==> src/rtl/loop_seq_pkg.sv <==
// Shared types and constants for the hardware loop sequencer and its save/restore stack.
package loop_seq_pkg;

    localparam int LS_DATA_W = 16;
    localparam int LS_ADDR_W = 12;
    localparam int LS_DEPTH  = 4;

    localparam int ERR_OVF   = 0;
    localparam int ERR_UNF   = 1;
    localparam int ERR_PROTO = 2;

    typedef enum logic [1:0] {
        ST_IDLE    = 2'd0,
        ST_ACTIVE  = 2'd1,
        ST_RESTORE = 2'd2
    } state_e;

    typedef struct packed {
        logic [LS_DATA_W-1:0] count;
        logic [LS_ADDR_W-1:0] start;
    } stack_entry_t;

endpackage

==> src/rtl/loop_stack.sv <==
// LIFO holding the suspended outer loops (count, start address); the active loop lives outside it.
module loop_stack
    import loop_seq_pkg::*;
#(
    parameter int ENTRIES = LS_DEPTH - 1
) (
    input  logic         clk,
    input  logic         rstn,
    input  logic         push,
    input  logic         pop,
    input  stack_entry_t push_data,
    output stack_entry_t top,
    output logic         full,
    output logic         empty
);

    localparam int PTR_W = $clog2(ENTRIES + 1);
    localparam logic [PTR_W-1:0] CNT_MAX = PTR_W'(ENTRIES);

    stack_entry_t     mem_q [ENTRIES];
    logic [PTR_W-1:0] cnt_q;
    logic             do_push;
    logic             do_pop;

    assign full    = (cnt_q == CNT_MAX);
    assign empty   = (cnt_q == '0);
    assign do_push = push && !full;
    assign do_pop  = pop && !empty;
    assign top     = empty ? '0 : mem_q[cnt_q - PTR_W'(1)];

    always_ff @(posedge clk or negedge rstn) begin
        if (!rstn) begin
            cnt_q <= '0;
            for (int i = 0; i < ENTRIES; i++) begin
                mem_q[i] <= '0;
            end
        end else if (do_push) begin
            mem_q[cnt_q] <= push_data;
            cnt_q        <= cnt_q + PTR_W'(1);
        end else if (do_pop) begin
            cnt_q <= cnt_q - PTR_W'(1);
        end
    end

endmodule

==> src/rtl/loop_sequencer.sv <==
// Hardware loop controller: drives loop_register strobes, PC branch-back, and nested-loop save/restore.
module loop_sequencer
    import loop_seq_pkg::*;
#(
    parameter int DATA_W = LS_DATA_W,
    parameter int ADDR_W = LS_ADDR_W,
    parameter int DEPTH  = LS_DEPTH
) (
    input  logic                       clk,
    input  logic                       rstn,
    input  logic                       loop_open,
    input  logic                       loop_end,
    input  logic [ADDR_W-1:0]          pc_in,
    input  logic [DATA_W-1:0]          lr_value,
    input  logic                       lrz_flag,
    input  logic                       err_clr,
    output logic                       lr_we,
    output logic                       lr_decrement,
    output logic                       restore_oe,
    output logic [DATA_W-1:0]          restore_data,
    output logic                       branch_take,
    output logic [ADDR_W-1:0]          branch_addr,
    output logic                       stall,
    output logic [$clog2(DEPTH+1)-1:0] depth,
    output logic [2:0]                 err
);

    localparam int DEPTH_W = $clog2(DEPTH + 1);
    localparam logic [DEPTH_W-1:0] DEPTH_MAX = DEPTH_W'(DEPTH);

    state_e              state_q, state_d;
    logic [DEPTH_W-1:0]  depth_q, depth_d;
    logic [ADDR_W-1:0]   start_q, start_d;
    logic [DATA_W-1:0]   rdata_q, rdata_d;
    logic [2:0]          err_q, err_d;

    logic                push;
    logic                pop;
    logic                loop_exit;
    stack_entry_t        stk_top;
    stack_entry_t        stk_push_data;
    logic                stk_full;
    logic                stk_empty;

    // A zero count is treated like the last iteration so a bad count can never spin forever.
    assign loop_exit     = lrz_flag || (lr_value == '0);
    assign stk_push_data = '{count: lr_value, start: start_q};

    loop_stack #(
        .ENTRIES (DEPTH - 1)
    ) u_stack (
        .clk       (clk),
        .rstn      (rstn),
        .push      (push),
        .pop       (pop),
        .push_data (stk_push_data),
        .top       (stk_top),
        .full      (stk_full),
        .empty     (stk_empty)
    );

    always_ff @(posedge clk or negedge rstn) begin
        if (!rstn) begin
            state_q <= ST_IDLE;
            depth_q <= '0;
            start_q <= '0;
            rdata_q <= '0;
            err_q   <= '0;
        end else begin
            state_q <= state_d;
            depth_q <= depth_d;
            start_q <= start_d;
            rdata_q <= rdata_d;
            err_q   <= err_d;
        end
    end

    always_comb begin
        state_d = state_q;
        depth_d = depth_q;
        start_d = start_q;
        rdata_d = rdata_q;
        err_d   = err_clr ? 3'b000 : err_q;
        push    = 1'b0;
        pop     = 1'b0;
        if (state_q == ST_RESTORE) begin
            state_d = ST_ACTIVE;
            if (loop_open || loop_end) err_d[ERR_PROTO] = 1'b1;
        end else if (loop_end) begin
            if (loop_open) err_d[ERR_PROTO] = 1'b1;
            if (state_q == ST_IDLE) begin
                err_d[ERR_UNF] = 1'b1;
            end else if (loop_exit) begin
                depth_d = depth_q - DEPTH_W'(1);
                if (depth_q > DEPTH_W'(1)) begin
                    state_d = ST_RESTORE;
                    pop     = 1'b1;
                    start_d = stk_top.start;
                    rdata_d = stk_top.count;
                end else begin
                    state_d = ST_IDLE;
                end
            end
        end else if (loop_open) begin
            if (depth_q == DEPTH_MAX) begin
                err_d[ERR_OVF] = 1'b1;
            end else begin
                push    = (depth_q != '0);
                start_d = pc_in;
                depth_d = depth_q + DEPTH_W'(1);
                state_d = ST_ACTIVE;
            end
        end
    end

    always_comb begin
        lr_we        = 1'b0;
        lr_decrement = 1'b0;
        restore_oe   = 1'b0;
        branch_take  = 1'b0;
        stall        = 1'b0;
        unique case (state_q)
            ST_RESTORE: begin
                restore_oe = 1'b1;
                lr_we      = 1'b1;
                stall      = 1'b1;
            end
            ST_ACTIVE: begin
                if (loop_end) begin
                    lr_decrement = !loop_exit;
                    branch_take  = !loop_exit;
                end else if (loop_open && depth_q != DEPTH_MAX) begin
                    lr_we = 1'b1;
                end
            end
            default: begin
                lr_we = loop_open && !loop_end;
            end
        endcase
    end

    assign branch_addr  = start_q;
    assign restore_data = rdata_q;
    assign depth        = depth_q;
    assign err          = err_q;

endmodule

==> config.mk <==
export PLATFORM = sky130hd
export DESIGN_NAME = loop_sequencer
export DESIGN_NICKNAME = d
export VERILOG_FILES = /design/src/rtl/loop_seq_pkg.sv /design/src/rtl/loop_stack.sv /design/src/rtl/loop_sequencer.sv
export SDC_FILE = /design/constraint.sdc
export NUM_CORES = 1
export LEC_CHECK = 0
export ABC_CLOCK_PERIOD_IN_PS = 2600
export BUFFER_PORTS_ARGS = -buffer_cell sky130_fd_sc_hd__buf_2
export CORE_MARGIN = 5
export CORE_UTILIZATION = 45
export DETAILED_ROUTE_END_ITERATION = 12
export PLACE_DENSITY_LB_ADDON = 0.3
export SLEW_MARGIN = 25
export SYNTH_ARGS = -nofsm -noshare
export SYNTH_HDL_FRONTEND = slang
export SYNTH_SLANG_ARGS = --single-unit
==> constraint.sdc <==
create_clock -name clk -period 2.6 [get_ports clk]
set_input_delay 0.13 -clock clk [delete_from_list [all_inputs] [get_ports clk]]
set_output_delay 0.13 -clock clk [all_outputs]
set_load 0.005 [all_outputs]
# After elaboration in Yosys (flattened, before gate mapping)
# Index checks and enable logic that the tools add are counted.
classes:
  addsub: 4
  magnitude_cmp: 4
  n_eq_ne: 12
  mux: 52
  bitwise_logic: 4
  n_reduce_logical: 22
ops:
  columns: ["cell", "count"]
  rows:
  - ["28-bit 2-to-1 mux", 4]
  - ["84-bit bitwise mux", 1]
  - ["12-bit 2-to-1 mux", 6]
  - ["28-bit binary-select mux with 2-bit select", 1]
  - ["28-bit demux with 2-bit select", 1]
  - ["2-bit 2-to-1 mux", 11]
  - ["1-bit 2-to-1 mux", 21]
  - ["3-bit 2-to-1 mux", 6]
  - ["16-bit logical NOT", 1]
  - ["5-bit AND reduction", 2]
  - ["3-bit != test (second input constant)", 3]
  - ["3-bit >= comparator (second input constant)", 2]
  - ["2-bit inverter with 3-bit output", 2]
  - ["6-bit AND reduction", 1]
  - ["3-bit nonzero test", 2]
  - ["1-bit logical AND", 5]
  - ["2-bit == test (second input constant)", 2]
  - ["1-bit logical NOT", 4]
  - ["2-bit logical NOT", 2]
  - ["2-bit by 1-bit != test with 1-bit output (second input constant)", 2]
  - ["2-bit != test (second input constant)", 2]
  - ["4-bit AND reduction", 1]
  - ["2-bit nonzero test", 2]
  - ["3-bit by 1-bit adder with 3-bit output (second input constant)", 1]
  - ["11 further kinds", 13]
word_totals:
  register_bits: 122
  in_bits: 34
  output_inout_bits: 39

# Depth between registers and ports, before layout
# Gate-level depths: netlist of the first run.
depth:
  ltp_word: 10
  depth_mapped: 9
  mapped_depth_nobuf: 6

# By module
# From an unflattened synthesis of the first run, not the netlist that was laid out.
hier_totals:
  cells_unflattened: 432
  area_unflattened_um2: 6217.2
by_module_without_submodules:
  columns: ["module", "n_inst", "cells_per_inst", "area_each_um2", "seq_area_each_um2"]
  rows:
  - ["loop_stack", 1, 293, 4300.4, 2152.1]
  - ["loop_sequencer", 1, 139, 1916.8, 900.9]

# Least setup slack after synthesis of the first run
# Ideal clock, no wire load.
synth_timing:
  path_kind: "register to register"
  startpoint: "register u_stack.cnt_q[0]"
  endpoint: "register start_q[0], in the netlist branch_addr[0]"
  setup_ns: 0.125
  arrival_ns: 2.400
  t_required_ns: 2.475
  path_slack_ns: 0.075
  stages_incl_launch_ff: 9
  n_path_buf: 2
  synth_period_minus_slack_ns: 2.525
  cell_sequence: "dfrtp_1 > clkinv_1 > clkbuf_1 > ha_1 > buf_1 > mux2_2 > a22oi_1 > o22ai_1 > mux2_4"
synth_between:
  elab_chain_cells: 10
  elab_cells_between_ends: 11
  cone_classes: "1 x add/sub; 8 x mux; 1 x bitwise; 1 x reduce/logical"
synth_lines:
  columns: ["item", "line", "source"]
  rows:
  - ["start: declaration", "loop_stack.sv:21", "logic [PTR_W-1:0] cnt_q;"]
  - ["start signal: assignment", "loop_stack.sv:39", "cnt_q <= cnt_q + PTR_W'(1);"]
  - ["start signal: assignment", "loop_stack.sv:41", "cnt_q <= cnt_q - PTR_W'(1);"]
  - ["2-bit by 1-bit subtractor with 2-bit output", "loop_stack.sv:29", "assign top = empty ? '0 : mem_q[cnt_q - PTR_W'(1)];"]
  - ["2-bit inverter with 3-bit output (not written as such)", "loop_stack.sv:29", null]
  - ["28-bit binary-select mux with 2-bit select", "loop_stack.sv:29", null]
  - ["28-bit 2-to-1 mux (not written as such) (2 in series)", "loop_stack.sv:29", null]
  - ["28-bit 2-to-1 mux *", "loop_stack.sv:29", null]
  - ["12-bit 2-to-1 mux *", "loop_sequencer.sv:95", "if (depth_q > DEPTH_W'(1)) begin"]
  - ["12-bit 2-to-1 mux *", "loop_sequencer.sv:93", "end else if (loop_exit) begin"]
  - ["12-bit 2-to-1 mux *", "loop_sequencer.sv:91", "if (state_q == ST_IDLE) begin"]
  - ["12-bit 2-to-1 mux *", "loop_sequencer.sv:89", "end else if (loop_end) begin"]
  - ["end signal: assignment", "loop_sequencer.sv:72", "start_q <= start_d;"]
  - ["end: declaration", "loop_sequencer.sv:33", "logic [ADDR_W-1:0] start_q, start_d;"]
# Mark *: on every way between the ends. The rest lies on a longest branch, timed or not. The select of a mux whose other input is x is not followed.
# A chain may end at the register's enable or synchronous reset.

# Final worst setup path of the first run
layout_timing:
  startpoint: "input lr_value[8]"
  endpoint: "output lr_decrement"
layout_between:
  elab_chain_cells: 5
layout_lines:
  columns: ["item", "line", "source"]
  rows:
  - ["start: declaration", "loop_sequencer.sv:14", "input logic [DATA_W-1:0] lr_value,"]
  - ["16-bit logical NOT", "loop_sequencer.sv:46", "assign loop_exit = lrz_flag || (lr_value == '0);"]
  - ["1-bit logical OR", "loop_sequencer.sv:46", null]
  - ["1-bit logical NOT", "loop_sequencer.sv:130", "lr_decrement = !loop_exit;"]
  - ["1-bit 2-to-1 mux", "loop_sequencer.sv:129", "if (loop_end) begin"]
  - ["1-bit 2-to-1 mux", "loop_sequencer.sv:122", "unique case (state_q)"]
  - ["end: declaration", "loop_sequencer.sv:18", "output logic lr_decrement,"]
# No other way between the ends.

==> impl_metrics.yaml, run 1 <==
outcome:
  status: "finished, final reports clean"
worst_setup_path:
  critPathBufInv: 4
  rr_worst_depth: 7
  reg2reg_slack_ns: 0.25
  rr_startpoint: "depth[0]$_DFFE_PN0P_"
  worstPathCellList: "dlygate4sd3_1 -> buf_2 -> nor4_2 -> a41oi_4 -> buf_4 -> and3_1 -> buf_2"
  cp-startpoint: "lr_value[8]"
  crit_slowest_cell: "dlygate4sd3_1"
  crit_family: "buffers and inverters"
  reg2reg_to: "branch_addr[4]$_DFFE_PN0P_"
  critPathMaxStageDelay_ns: 0.54
  worstSetupPathType: "primary input to output port"
  critical_path.endpoint: "lr_decrement"
  cp.required_ns: 2.47
  cp_num_cells: 7
  cp_max_fo: 44
  arrival_ns: 2.23
  critPathLaunchType: "primary input"
  cp_common_cell: "buf_2"
  critPathCaptureType: "output port"
detailed_routing:
  ant_nets: 0
  drc: 0
  drt_pass1_iterations: 4
  vias: 4011
  via_per_inst: 5.53
  routedWlPerCell_um: 18.3
  wl_mm: 13.3
  drt_iter0_markers: 245
die:
  io_pins: 73
  die_height_um: 123
  num_rows: 41
  die_w_um: 123
  start_util_pct: 45.8
  dieArea_sq_um: 15200
  coreArea_sq_um: 12600
place:
  gp_congestion: 0.787
  hpwl_mm: 8.47
  placed_area_sq_um: 6420
  port_buffers: 72
global_routing:
  grt_pass1_wl_mm: 22.1
  grt_antenna_before_repair: 0
  grt_overflow: 0
  grt_max_degree: 54
  grtUsageTotal_pct: 18.9
  grt_pass1_vias: 4330
finish:
  area_delta_synth_final_pct: 22.2
  n_antenna_cell: 0
  design_area_sq_um: 7070
  nets: 585
  layout-drive-gt1-share_pct: 44.3
timing:
  slew_viol_final: 0
  slew_headroom_pct: 51.5
  fmax_mhz: 423
  hold_viol: 0
  setup_violations: 0
  tightest_slew_ns: 0.727
  rsz0062_at_grt: "no"
  fin_crit_sh_pct: 90.9
  tns_ns: 0
  finClkSkew_ns: 0.00827
  period_minus_slack_ns: 2.36
clock_network:
  cts_made_buffers: 17
  clk_pin_slew_ns: 0.06
  post_cts_buffers: 0
  clock-sinks: 122
  cts_max_path_buffers: 2
  cts_tree: "built"
  h-tree-depth: 4
  cts_root_buf: "clkbuf_16"
  clk_latency_ns: 0.41
power:
  power_mw: 9.03
  power_leakage_nw: 3.38
  power.density_nw_per_um2: 1280
  ir_worst_vdd_mv: 0.556
worst_hold_path:
  min-delay-path-class: "primary input to register"
synth:
  ys.flop_type: "dfrtp_1"
  ys_top_cells_by_area: "dfrtp_1 53%, mux2_2 19%, mux2i_1 2.8%"
  yosysWarnings: 0
  avgSynthCellArea_sq_um: 12.7
  ys_ff_latch: 122
  yosys.cell_types.count: 44
  synth_top_cell_area_share_pct: 52.8
  seq_area_frac_synth_pct: 52.8
  syn_area_sq_um: 5790
  yosys.area.top_type: "dfrtp_1"
  synth_edf_count: 0
  synth_nets: 500
  synthCells: 455
  async_flop_share_pct: 100
run:
  drv_cap: 0
==> through the flow <==
step	hold slack [ns]	util [%]	std cells	setup slack (ns)
after global placement	0.225	50.9	688	0.333
after detailed placement	0.236	50.9	688	0.261
after global routing	0.00950	56.0	725	0.134
after floorplan	-0.166	-	455	0.0751
final	0.0142	56.0	725	0.238
after CTS	0.00199	56.0	725	0.248
==> worst reg2reg max path, stage by stage, from the launching register on <==
cell	delay, ns
dfrtp_1	0.41
inv_1	0.11
ha_1	0.23
a21bo_2	0.25
mux2_2	0.35
a2111oi_4	0.34
buf_12	0.20
mux2_2	0.34
==> what timing repair did <==
item,in CTS,in global routing
gates resized for setup,0,0
hold buffers,5,0
endpoints found under the hold margin,56,0
==> cells by family (layout without fill, tap and decap cells) <==
group / Yosys count / after routing / share of synthesized area (%)
mux: 125 / 125 / 24.6
flops: 122 / 122 / 52.8
compound gates: 97 / 97 / 11.8
buf+inv: 55 / 153 / 3.87
simple gates: 43 / 43 / 4.28
fa+ha+maj: 11 / 11 / 2.38
xor+xnor: 2 / 2 / 0.303
==> power by group <==
part,switching [mW],internal [mW],leakage [nW]
logic,1.65,1.75,1.52
clock network,0.836,1.55,0.292
registers,0.505,2.74,1.56
total,2.99,6.04,3.38
==> metal layers <==
metal | wire length (um) | share of wire [%] | vias to the layer above | global-route usage (%)
li1 | - | - | 1853 | -
met1 | 5920 | 45 | 2070 | 23.5
met2 | 6680 | 50 | 68 | 32.0
met3 | 456 | 3.4 | 20 | 4.76
met4 | 220 | 1.7 | 0 | 7.06
met5 | 0 | 0 | - | 0
==> synthesized netlist by cell type, drive strengths merged, types with 2 or more instances <==
cell,count
ha,11
or2,2
mux2,109
nor4,5
a22oi,12
o21ai,20
o211ai,2
a21oi,20
inv,23
nand2,6
dfrtp,122
o41ai,17
clkbuf,23
buf,8
nand2b,2
or4,3
nor2,18
xnor2,2
mux2i,16
o32ai,2
o22ai,13
==> placed cells by master (no fill, tap or decap), drive strengths merged, types with 2 or more instances in the layout <==
cell,instances
o41ai,17
inv,24
nor4,5
dfrtp,122
buf,92
or4,3
dlygate4sd3,5
a21oi,20
ha,11
nand2,6
o21ai,20
o32ai,2
clkinv,6
o22ai,13
xnor2,2
a22oi,12
clkinvlp,3
o211ai,2
clkbuf,20
mux2,109
nand2b,2
or2,2
mux2i,16
nor2,18
bufinv,3
==> sequential cells by signal (all words and copies together), names as in the netlist <==
| name | cells |
|---|---|
| branch_addr | 12 |
| restore_data | 16 |
| state_q | 2 |
| depth | 3 |
| err | 3 |
| u_stack.cnt_q | 2 |
| u_stack.mem_q | 84 |
==> layout make-up <==
| type | instances | area (sq um) |
|---|---|---|
| Fill cell | 1079 | 5550 |
| Sequential cell | 122 | 3050 |
| Multi-Input combinational cell | 278 | 2520 |
| Timing Repair Buffer | 97 | 588 |
| Clock buffer | 20 | 457 |
| Tap cell | 172 | 215 |
| Clock inverter | 12 | 146 |
| Inverter | 24 | 90.1 |
==> worst min path at each step <==
stage	start	endpoint	slack, ns	cells past startpoint
2_1_floorplan	rstn	branch_addr[0]$_DFFE_PN0P_	-0.17	0
3_3_place_gp	rstn	u_stack.mem_q[50]$_DFFE_PN0P_	0.22	1
3_5_place_dp	rstn	restore_data[12]$_DFFE_PN0P_	0.24	1
4_1_cts	loop_open	err[2]$_DFF_PN0_	0.002	3
5_1_grt	lr_value[9]	u_stack.mem_q[21]$_DFFE_PN0P_	0.009	2
6_report	loop_open	err[2]$_DFF_PN0_	0.01	3
(Power assumes the default switching activity.)
==> inputs of run 2 (changes only) <==
--- a/config.mk
+++ b/config.mk
@@ -11,6 +11,7 @@
 export CORE_UTILIZATION = 45
 export DETAILED_ROUTE_END_ITERATION = 12
 export PLACE_DENSITY_LB_ADDON = 0.3
+export RECOVER_POWER = 100
 export SLEW_MARGIN = 25
 export SYNTH_ARGS = -nofsm -noshare
 export SYNTH_HDL_FRONTEND = slang
==> impl_metrics.yaml, run 2 (synthesized netlist as in run 1, its figures left out) <==
timing:
  slew_headroom_pct: 8.57
  hold_viol: 0
  tns_ns: 0
  tightest_slew_ns: 1.37
  fin_crit_sh_pct: 91.3
  setup_violations: 0
  slew_viol_final: 0
  fmax_mhz: 421
  finClkSkew_ns: 0.00862
  period_minus_slack_ns: 2.37
  rsz0062_at_grt: "no"
power:
  p_clk_share_pct: 26.8
  internal-power_mw: 5.91
  p_sw_share_pct: 33.4
  power_leakage_nw: 3.26
  comb_power_share_pct: 36.6
  power.density_nw_per_um2: 1270
  power.switching_mw: 2.97
  ir_worst_vdd_mv: 0.547
  seqPwrFrac_pct: 36.6
worst_setup_path:
  rr_worst_depth: 7
  critPathLaunchType: "register"
  critPathCaptureType: "register"
  rr_startpoint: "u_stack.cnt_q[1]$_DFFE_PN0P_"
  cp.required_ns: 2.90
  arrival_ns: 2.68
  reg2reg_slack_ns: 0.23
  reg2reg_to: "restore_data[14]$_DFFE_PN0P_"
  cp_max_fo: 16
  worstSetupPathType: "register to register"
finish:
  final_cell_mix: "122 x dfrtp_1, 99 x mux2_2, 47 x buf_2"
  area_delta_synth_final_pct: 20.4
  stdcell_count: 725
  largest-register: "u_stack.mem_q"
  nets: 585
  n_antenna_cell: 0
  design_area_sq_um: 6960
  layout-drive-gt1-share_pct: 38.0
  final_common_cell: "dfrtp_1"
  largest_register_ffs: 84
detailed_routing:
  drt_pass1_iterations: 4
  drc: 0
  via_per_inst: 5.57
  wl_mm: 13.2
  routedWlPerCell_um: 18.2
  ant_nets: 0
  vias: 4036
  drt_iter0_markers: 262
global_routing:
  grtUsageTotal_pct: 18.9
  grt_pass1_vias: 4330
  grt_pass1_wl_mm: 22.1
  grt_max_degree: 54
  grt_overflow: 0
  grt_antenna_before_repair: 0
place:
  numPlacedInstances: 688
  gp_congestion: 0.787
  port_buffers: 72
  hpwl_mm: 8.47
  placed_area_sq_um: 6420
worst_hold_path:
  hold_depth: 2
  hold_end: "u_stack.mem_q[21]$_DFFE_PN0P_"
  min-delay-start: "lr_value[9]"
  min-delay-path-class: "primary input to register"
clock_network:
  clock-sinks: 122
  cts_tree: "built"
  cts_made_buffers: 17
  cts_root_buf: "clkbuf_16"
  clk_pin_slew_ns: 0.06
  cts_resized: 0
  clk_latency_ns: 0.41
  post_cts_buffers: 0
  h-tree-depth: 4
  cts_max_path_buffers: 2
  holdBufCountCts: 5
die:
  start_util_pct: 45.8
  dieArea_sq_um: 15200
  coreArea_sq_um: 12600
  io_pins: 73
  die_w_um: 123
  die_height_um: 123
  num_rows: 41
outcome:
  status: "finished, final reports clean"
run:
  drv_cap: 0
-- run 2: cell types whose count changed in the layout (fill, tap and decap cells not counted), sizes merged --
cell    previous run  this run
clkbuf            20        55
buf               92        57
-- run 2: power groups by stage --
stage               Combinational, mW  Sequential [mW]  Clock [mW]
floorplan                        2.42             3.15           0
global placement                 3.32             3.20           0
detailed placement               3.41             3.26           0
CTS                              3.44             3.24        2.42
global route                     3.59             3.36        2.52
finish                           3.25             3.25        2.38
-- run 2: worst max path at each step --
stage	to	slack [ns]	startpoint	depth (start not counted)
after floorplan	branch_addr[0]$_DFFE_PN0P_	0.08	u_stack.cnt_q[0]$_DFFE_PN0P_	8
after global placement	branch_addr[4]$_DFFE_PN0P_	0.33	depth[0]$_DFFE_PN0P_	7
after detailed placement	branch_addr[4]$_DFFE_PN0P_	0.26	depth[0]$_DFFE_PN0P_	7
after CTS	branch_addr[4]$_DFFE_PN0P_	0.25	depth[0]$_DFFE_PN0P_	7
after global routing	u_stack.mem_q[23]$_DFFE_PN0P_	0.07	depth[0]$_DFFE_PN0P_	6
final	restore_data[14]$_DFFE_PN0P_	0.23	u_stack.cnt_q[1]$_DFFE_PN0P_	7
-- run 2: routing by layer --
| metal | track usage [%] | up-vias | share of wire [%] |
|---|---|---|---|
| met5 | 0 | - | 0 |
| met4 | 7.06 | 0 | 1.6 |
| met3 | 4.76 | 16 | 3.3 |
| met2 | 32.0 | 76 | 51 |
| li1 | - | 1853 | - |
| met1 | 23.5 | 2091 | 45 |
-- run 2: worst max-delay path: stages, from the launching register on --
cell	delay (ns)
dfrtp_1	0.43
inv_1	0.09
ha_1	0.31
clkbuf_2	0.35
nor2b_1	0.23
clkbuf_2	0.38
a21oi_1	0.17
o41ai_1	0.31
-- run 2: per-stage QoR --
step	total power [mW]	util [%]	worst slack [ns]	hold WS (ns)
after global routing	9.46	55.2	0.0731	0.00944
after floorplan	5.58	-	0.0751	-0.166
final	8.87	55.2	0.227	0.0151
after detailed placement	6.67	50.9	0.261	0.236
after CTS	9.10	56.0	0.248	0.00199
after global placement	6.53	50.9	0.333	0.225
-- run 2: final cells by class --
type                    instances  area (sq um)
inverters                      24          90.1
multi-input cells             278          2480
well taps                     172           215
flip-flops and latches        122          3050
clock inverters                12           146
fillers                      1108          5660
repair buffers                 97           519
clock buffers                  20           457
==> inputs of run 3 (changes only) <==
--- a/config.mk
+++ b/config.mk
@@ -9,8 +9,9 @@
 export BUFFER_PORTS_ARGS = -buffer_cell sky130_fd_sc_hd__buf_2
 export CORE_MARGIN = 5
 export CORE_UTILIZATION = 45
+export CTS_CLUSTER_SIZE = 24
 export DETAILED_ROUTE_END_ITERATION = 12
-export PLACE_DENSITY_LB_ADDON = 0.3
+export PLACE_DENSITY = 0.67
 export RECOVER_POWER = 100
 export SLEW_MARGIN = 25
 export SYNTH_ARGS = -nofsm -noshare
==> impl_metrics.yaml, run 3 (synthesized netlist as in run 1, its figures left out) <==
outcome:
  status: "finished, final reports clean"
worst_setup_path:
  rr_worst_depth: 7
  rr_startpoint: "depth[0]$_DFFE_PN0P_"
  critPathLaunchType: "register"
  cp.required_ns: 2.90
  reg2reg_to: "branch_addr[1]$_DFFE_PN0P_"
  critPathCaptureType: "register"
  cp_max_fo: 12
  arrival_ns: 2.72
  critical_path.endpoint: "branch_addr[1]$_DFFE_PN0P_"
  worstSetupPathType: "register to register"
  reg2reg_slack_ns: 0.17
  cp-startpoint: "depth[0]$_DFFE_PN0P_"
global_routing:
  grt_overflow: 0
  grtUsageTotal_pct: 18.9
  grt_max_degree: 56
  grt_antenna_before_repair: 0
  grt_pass1_vias: 4254
  grt_pass1_wl_mm: 22.2
detailed_routing:
  vias: 4017
  wl_mm: 13.1
  drt_pass1_iterations: 4
  drt_iter0_markers: 209
  via_per_inst: 5.51
  ant_nets: 0
  routedWlPerCell_um: 18.0
  drc: 0
timing:
  rsz0062_at_grt: "no"
  period_minus_slack_ns: 2.43
  setup_violations: 0
  finClkSkew_ns: 0.00883
  fin_crit_sh_pct: 93.3
  hold_viol: 0
  fmax_mhz: 412
  fin_hold_ws_ns: 0.0142
  tightest_slew_ns: 1.34
  tns_ns: 0
  slew_viol_final: 0
  slew_headroom_pct: 10.7
finish:
  area_delta_synth_final_pct: 22.4
  nets: 589
  design_area_sq_um: 7080
  largest_register_ffs: 84
  largest-register: "u_stack.mem_q"
  final_cell_mix: "122 x dfrtp_1, 98 x mux2_2, 41 x buf_2"
  n_antenna_cell: 0
  layout-drive-gt1-share_pct: 38.1
  final_common_cell: "dfrtp_1"
die:
  start_util_pct: 45.8
  coreArea_sq_um: 12600
  dieArea_sq_um: 15200
  die_w_um: 123
  io_pins: 73
  num_rows: 41
  die_height_um: 123
place:
  port_buffers: 72
  placed_area_sq_um: 6430
  gp_congestion: 0.782
  hpwl_mm: 8.60
clock_network:
  cts_resized: 0
  post_cts_buffers: 0
  clock-sinks: 122
  clk_pin_slew_ns: 0.05
  h-tree-depth: 4
  cts_made_buffers: 17
  cts_tree: "built"
  clk_latency_ns: 0.42
  cts_root_buf: "clkbuf_16"
  cts_max_path_buffers: 2
  holdBufCountCts: 9
power:
  power.density_nw_per_um2: 1290
  ir_worst_vdd_mv: 0.599
  power_leakage_nw: 3.31
worst_hold_path:
  min-delay-path-class: "primary input to register"
run:
  drv_cap: 0
[run 3: cell count changes in the layout (fill, tap and decap cells not counted), moves of 2 or more]
cell	change
clkinvlp_4	-3
bufinv_16	+2
mux2_4	+6
buf_4	-2
dlygate4sd3_1	+4
clkinv_4	+2
mux2_1	-5
buf_2	-6
clkbuf_1	+4
[run 3: routing by layer]
metal	wire, um	global-route usage, %	vias up
met5	0	0	-
met4	194	6.99	0
met3	636	5.35	17
met2	6420	30.5	88
met1	5870	24.4	2053
li1	-	-	1859
[run 3: cell type report]
class | count | area (sq um)
Clock inverter | 13 | 198
Tap cell | 172 | 215
Clock buffer | 19 | 453
Timing Repair Buffer | 101 | 566
Fill cell | 1081 | 5540
Sequential cell | 122 | 3050
Multi-Input combinational cell | 278 | 2510
Inverter | 24 | 90.1
[run 3: worst min path at each step]
| stage | from | end | slack (ns) | cells past startpoint |
|---|---|---|---|---|
| 6_report | lr_value[11] | u_stack.mem_q[51]$_DFFE_PN0P_ | 0.01 | 2 |
| 3_5_place_dp | rstn | u_stack.mem_q[53]$_DFFE_PN0P_ | 0.23 | 1 |
| 3_3_place_gp | rstn | u_stack.mem_q[53]$_DFFE_PN0P_ | 0.22 | 1 |
| 2_1_floorplan | rstn | branch_addr[0]$_DFFE_PN0P_ | -0.17 | 0 |
| 5_1_grt | lr_value[0] | u_stack.mem_q[40]$_DFFE_PN0P_ | 0.01 | 2 |
| 4_1_cts | lr_value[7] | u_stack.mem_q[75]$_DFFE_PN0P_ | 0.0006 | 2 |
[run 3: power by group]
part,leakage [nW],total (mW),internal [mW],switching (mW)
sequential,1.56,3.26,2.74,0.515
clock,0.326,2.58,1.74,0.837
combinational,1.42,3.34,1.70,1.63
[run 3: per-stage QoR]
step           std cells  util, %  power, mW  worst slack [ns]
2_1_floorplan        455        -       5.58            0.0751
3_3_place_gp         688     51.0       6.56             0.331
3_5_place_dp         688     51.0       6.71             0.261
4_1_cts              729     56.8       9.35             0.228
5_1_grt              729     56.1       9.80            0.0715
6_report             729     56.1       9.17             0.175
[run 3: worst max-delay path: stages, from the launching register on]
cell       delay [ns]
dfrtp_1          0.41
inv_1            0.11
ha_1             0.22
a21bo_2          0.24
mux2_1           0.42
a2111oi_4        0.36
buf_12           0.20
mux2_1           0.33
